--- src/rtl/izigzag_row_sched.sv ---
// Row scheduler: round-robins eight row streams into one merged stream, ROW_LEN data tokens per turn,
// retires each stream on its end-of-stream token, then emits a single merged end-of-stream token.
module izigzag_row_sched #(
    parameter int WIDTH   = 16,
    parameter int ROW_LEN = 8
) (
    input  logic             clock,
    input  logic             reset,
    input  logic [WIDTH-1:0] chuA_d,
    input  logic             chuA_e,
    input  logic             chuA_v,
    output logic             chuA_b,
    input  logic [WIDTH-1:0] chuB_d,
    input  logic             chuB_e,
    input  logic             chuB_v,
    output logic             chuB_b,
    input  logic [WIDTH-1:0] chuC_d,
    input  logic             chuC_e,
    input  logic             chuC_v,
    output logic             chuC_b,
    input  logic [WIDTH-1:0] chuD_d,
    input  logic             chuD_e,
    input  logic             chuD_v,
    output logic             chuD_b,
    input  logic [WIDTH-1:0] chuE_d,
    input  logic             chuE_e,
    input  logic             chuE_v,
    output logic             chuE_b,
    input  logic [WIDTH-1:0] chuF_d,
    input  logic             chuF_e,
    input  logic             chuF_v,
    output logic             chuF_b,
    input  logic [WIDTH-1:0] chuG_d,
    input  logic             chuG_e,
    input  logic             chuG_v,
    output logic             chuG_b,
    input  logic [WIDTH-1:0] chuH_d,
    input  logic             chuH_e,
    input  logic             chuH_v,
    output logic             chuH_b,
    output logic [WIDTH-1:0] mrg_d,
    output logic             mrg_e,
    output logic             mrg_v,
    input  logic             mrg_b
);

    typedef enum logic [1:0] {SERVE, FLUSH, DONE} state_t;

    localparam logic [7:0] CNT_LAST = 8'(ROW_LEN - 1);

    state_t           state_q, state_d;
    logic [2:0]       cur_q, cur_d;
    logic [7:0]       cnt_q, cnt_d;
    logic [7:0]       done_q, done_d;
    logic [WIDTH-1:0] mrg_dat_q, mrg_dat_d;
    logic             mrg_eos_q, mrg_eos_d;
    logic             mrg_vld_q, mrg_vld_d;

    logic [WIDTH-1:0] in_dat [8];
    logic [7:0]       in_eos;
    logic [7:0]       in_vld;
    logic [7:0]       in_bp;
    logic             free;

    assign in_dat[0] = chuA_d;
    assign in_dat[1] = chuB_d;
    assign in_dat[2] = chuC_d;
    assign in_dat[3] = chuD_d;
    assign in_dat[4] = chuE_d;
    assign in_dat[5] = chuF_d;
    assign in_dat[6] = chuG_d;
    assign in_dat[7] = chuH_d;
    assign in_eos = {chuH_e, chuG_e, chuF_e, chuE_e, chuD_e, chuC_e, chuB_e, chuA_e};
    assign in_vld = {chuH_v, chuG_v, chuF_v, chuE_v, chuD_v, chuC_v, chuB_v, chuA_v};

    // First not-done index after 'from' going round; returns 'from' itself when it is the only one left.
    function automatic logic [2:0] next_open(input logic [2:0] from, input logic [7:0] mask);
        logic [2:0] res;
        logic [2:0] idx;
        res = from;
        for (int i = 8; i >= 1; i--) begin
            idx = from + 3'(i);
            if (!mask[idx]) res = idx;
        end
        return res;
    endfunction

    always_comb begin
        free      = !mrg_vld_q || !mrg_b;
        state_d   = state_q;
        cur_d     = cur_q;
        cnt_d     = cnt_q;
        done_d    = done_q;
        mrg_dat_d = mrg_dat_q;
        mrg_eos_d = mrg_eos_q;
        mrg_vld_d = mrg_vld_q && mrg_b;
        in_bp     = '1;

        case (state_q)
            SERVE: begin
                in_bp[cur_q] = !free;
                if (in_vld[cur_q] && free) begin
                    if (!in_eos[cur_q]) begin
                        mrg_dat_d = in_dat[cur_q];
                        mrg_eos_d = 1'b0;
                        mrg_vld_d = 1'b1;
                        if (cnt_q == CNT_LAST) begin
                            cnt_d = '0;
                            cur_d = next_open(cur_q, done_q);
                        end else begin
                            cnt_d = cnt_q + 8'd1;
                        end
                    end else begin
                        done_d = done_q | (8'b1 << cur_q);
                        cnt_d  = '0;
                        if (&done_d) state_d = FLUSH;
                        else         cur_d   = next_open(cur_q, done_d);
                    end
                end
            end
            FLUSH: begin
                if (free) begin
                    mrg_dat_d = '0;
                    mrg_eos_d = 1'b1;
                    mrg_vld_d = 1'b1;
                    state_d   = DONE;
                end
            end
            DONE: begin
                if (!mrg_vld_d) mrg_eos_d = 1'b0;
            end
            default: state_d = SERVE;
        endcase

        if (!reset) in_bp = '1;
    end

    always_ff @(posedge clock) begin
        if (!reset) begin
            state_q   <= SERVE;
            cur_q     <= '0;
            cnt_q     <= '0;
            done_q    <= '0;
            mrg_dat_q <= '0;
            mrg_eos_q <= 1'b0;
            mrg_vld_q <= 1'b0;
        end else begin
            state_q   <= state_d;
            cur_q     <= cur_d;
            cnt_q     <= cnt_d;
            done_q    <= done_d;
            mrg_dat_q <= mrg_dat_d;
            mrg_eos_q <= mrg_eos_d;
            mrg_vld_q <= mrg_vld_d;
        end
    end

    assign chuA_b = in_bp[0];
    assign chuB_b = in_bp[1];
    assign chuC_b = in_bp[2];
    assign chuD_b = in_bp[3];
    assign chuE_b = in_bp[4];
    assign chuF_b = in_bp[5];
    assign chuG_b = in_bp[6];
    assign chuH_b = in_bp[7];
    assign mrg_d  = mrg_dat_q;
    assign mrg_e  = mrg_eos_q;
    assign mrg_v  = mrg_vld_q;

endmodule

--- config.mk ---
export PLATFORM = sky130hd
export DESIGN_NAME = izigzag_row_sched
export DESIGN_NICKNAME = d
export VERILOG_FILES = /design/src/rtl/izigzag_row_sched.sv
export SDC_FILE = /design/constraint.sdc
export NUM_CORES = 1
export LEC_CHECK = 0
export ABC_AREA = 1
export ABC_CLOCK_PERIOD_IN_PS = 3800
export BUFFER_PORTS_ARGS = -buffer_cell sky130_fd_sc_hd__buf_4
export CORE_MARGIN = 2
export CORE_UTILIZATION = 40
export CTS_CLUSTER_DIAMETER = 120
export DETAILED_ROUTE_END_ITERATION = 8
export PLACE_DENSITY = 0.69
export SYNTH_ARGS = -nofsm -noshare
export SYNTH_HDL_FRONTEND = slang
export SYNTH_SLANG_ARGS = --single-unit
--- constraint.sdc ---
create_clock -name clock -period 3.8 [get_ports clock]
set_input_delay 0.19 -clock clock [delete_from_list [all_inputs] [get_ports clock]]
set_output_delay 0.19 -clock clock [all_outputs]
set_load 0.1 [all_outputs]
==> impl_metrics.tcl <==
set metrics [dict create \
    start_util_pct 41.3 \
    seqPwrFrac_pct 11.7 \
    drtPass1Iterations 5 \
    clock_sinks 39 \
    fin_crit_ps 3030 \
    avgRoutedWirePerCell_um 16.1 \
    criticalPathCategory "flip-flop to flip-flop" \
    finalCritPeriodShare_pct 79.7 \
    core_um2 9820 \
    cts_tree "done" \
    drt_iter0_markers 275 \
    yosysTopAreaCellShare_pct 19.2 \
    ys.flop_type "dfxtp_1" \
    yosysMostFrequentCell "nand2_1" \
    cts_hold_buf 0 \
    wirelength_um 15800 \
    multi_input_comb_area_um2 2880 \
    fin_tns_setup_ps 0 \
    postRouteAntennaNets 0 \
    status "completed" \
    die_h_um 105 \
    p_leak_nw 2.61 \
    cts_inserted_buffers 5 \
    yosys_warnings 0 \
    fin_nets 1012 \
    synth_edf_count 0 \
    powerDensity_nw_per_um2 986 \
    async_reset_ff_share_pct 0 \
    yosysTopAreaCell "dfxtp_1" \
    end_kind "flip-flop" \
    finalSetupViolCount 0 \
    finClkSkew_ps 9.26 \
    switching_share_pct 63.3 \
    clockBufferDepth 2 \
    vias_per_cell 5.54 \
    clkTransAtPathRegs_ps 80 \
    synth_cells 711 \
    crit_required_ps 3950 \
    ctsRootBufferMaster "clkbuf_8" \
    place.detailed.hpwl_um 12100 \
    cp.arrival_ps 3180 \
    place_congestion 0.954 \
    netlist_area_um2 4060 \
    synthTopCellsByArea "dfxtp_1, nand2_1, nor2_1, nand3_1, o21ai_0" \
    tightest_slew_ps 992 \
    cts_resized 0 \
    max-cap-violations 0 \
    clk_latency_ps 300 \
    drc 0 \
    syn_area_per_cell_um2 5.71 \
    antenna_found_initial 0 \
    peakVddDrop_mv 0.599 \
    grt_remaining_overflow 0 \
    grt_use_total_pct 28.3 \
    n_fill_cell 1014 \
    power_frac_comb_pct 81.8 \
    yosys-top-cells-count "nand2_1, nor2_1, nand3_1" \
    die_w_um 105 \
    p_total_w 0.00539 \
    final_core_util_pct 55.7 \
    ys_ff_latch 39 \
    syn-num-nets 870 \
    ios 173 \
    path_max_fanout 29 \
    grt_pass1_wl_um 25400 \
    start_kind "flip-flop" \
    hold_class "input pin to flip-flop" \
    slew_viol_final 0 \
    p_clk_share_pct 6.4 \
    rsz0062_at_grt "no" \
    grt_max_degree 61 \
    vias 5463 \
    h-tree-depth 2 \
    dieArea_um2 11000 \
    synth.distinct_cells 39 \
    finalHoldViolCount 0 \
    cts_setup_buffers 0 \
    slew_headroom_pct 33.7 \
    ff_latch_area_um2 782 \
    p_sw_w 0.00341 \
    timing.fmax_mhz 330 \
    ys_seq_area_share_pct 19.2 \
    port_buffers 172 \
    layout-drive-gt1-share_pct 24.0 \
    num_antenna_cells 0 \
    first_global_vias 5303 \
    rows 36 \
    intPower_w 0.00198 \
    areaGrowthSynthToFinish_pct 34.6 \
]
## routing by layer
layer | wire length [µm] | vias up | share of wire, % | track usage [%]
met3 | 1150 | 49 | 7.3 | 4.37
met1 | 6460 | 2474 | 41 | 33.8
met4 | 698 | 0 | 4.4 | 14.2
met2 | 7520 | 237 | 48 | 48.9
li1 | - | 2703 | - | -
met5 | 0 | - | 0 | 0
## critical path, cell delays in order (launching register included)
cell and delay, ps:
dfxtp_2 330, inv_2 340, ha_1 570, inv_1 360
nand3_1 210, and2_1 180, nand2_1 60, nand2_1 130
nand2_1 70, nor2_1 150, a21oi_2 80, nand2_1 120
inv_1 60, nand2_1 60, inv_1 30, nand2_1 60
a21oi_1 70
## power by group through the flow
stage                     sequential [W]  combinational [W]  clock [W]
after global routing            0.000644            0.00485   0.000366
final                           0.000631            0.00441   0.000348
after detailed placement        0.000637            0.00434          0
after CTS                       0.000631            0.00436   0.000351
after floorplan                  0.00121            0.00279          0
after global placement          0.000637            0.00434          0
## cells by family after synthesis
family / share of synthesized area, %
and+or+nand+nor: 41.0
adders and majority gates: 3.70
AOI/OAI and AO/OA: 26.0
buffers and inverters: 9.83
DFF: 19.2
xor gates and xnor gates: 0.216
## flip-flops by register name, indices dropped and copies added, names as in the netlist
name     count
done_q       8
state_q      2
cur_q        3
mrg_v        1
cnt_q        8
mrg_e        1
mrg_d       16
## final timing paths
check	start	end	slack, ps	cells past startpoint
max	cur_q[0]	cur_q[2]	770	16
min	reset	cur_q[0]	230	3
max reg2reg	cur_q[0]	cur_q[2]	770	16
min reg2reg	mrg_d[5]	mrg_d[5]	480	2
## placed cells by master, fill, tap and decap left out, drive strengths merged
cell,count
a31oi,7
o221ai,15
o21a,2
dfxtp,39
o22ai,14
nand2,148
ha,12
and3,3
o21ai,92
a221oi,1
clkbuf,6
a21oi,32
bufinv,1
nand3,90
a22oi,1
buf,179
or2,1
a211oi,4
nand4,8
xnor2,1
nor2,125
a22o,2
o211ai,5
inv,51
nor4,1
and2,2
o211a,3
nor3,8
## stage by stage
| stage | instances | hold WS [ps] | worst slack, ps | area (µm²) |
|---|---|---|---|---|
| 4_1_cts | 986 | 230 | 837 | 5470 |
| 3_5_place_dp | 979 | 468 | 850 | 5360 |
| 5_1_grt | 986 | 238 | 517 | 5470 |
| 2_1_floorplan | 711 | 426 | 858 | 4060 |
| 6_report | 986 | 233 | 773 | 5470 |
| 3_3_place_gp | 979 | 470 | 880 | 5360 |
## final cells by class
cell class / instances / share of cell area (%)
timing repair buffer: 179 / 24.6
clock inverter: 1 / 0.549
tap: 133 / 3.04
sequential: 39 / 14.3
multi-input combinational: 577 / 52.7
clock buffer: 6 / 1.33
inverter: 51 / 3.50
Power figures use the tool's default switching activity.
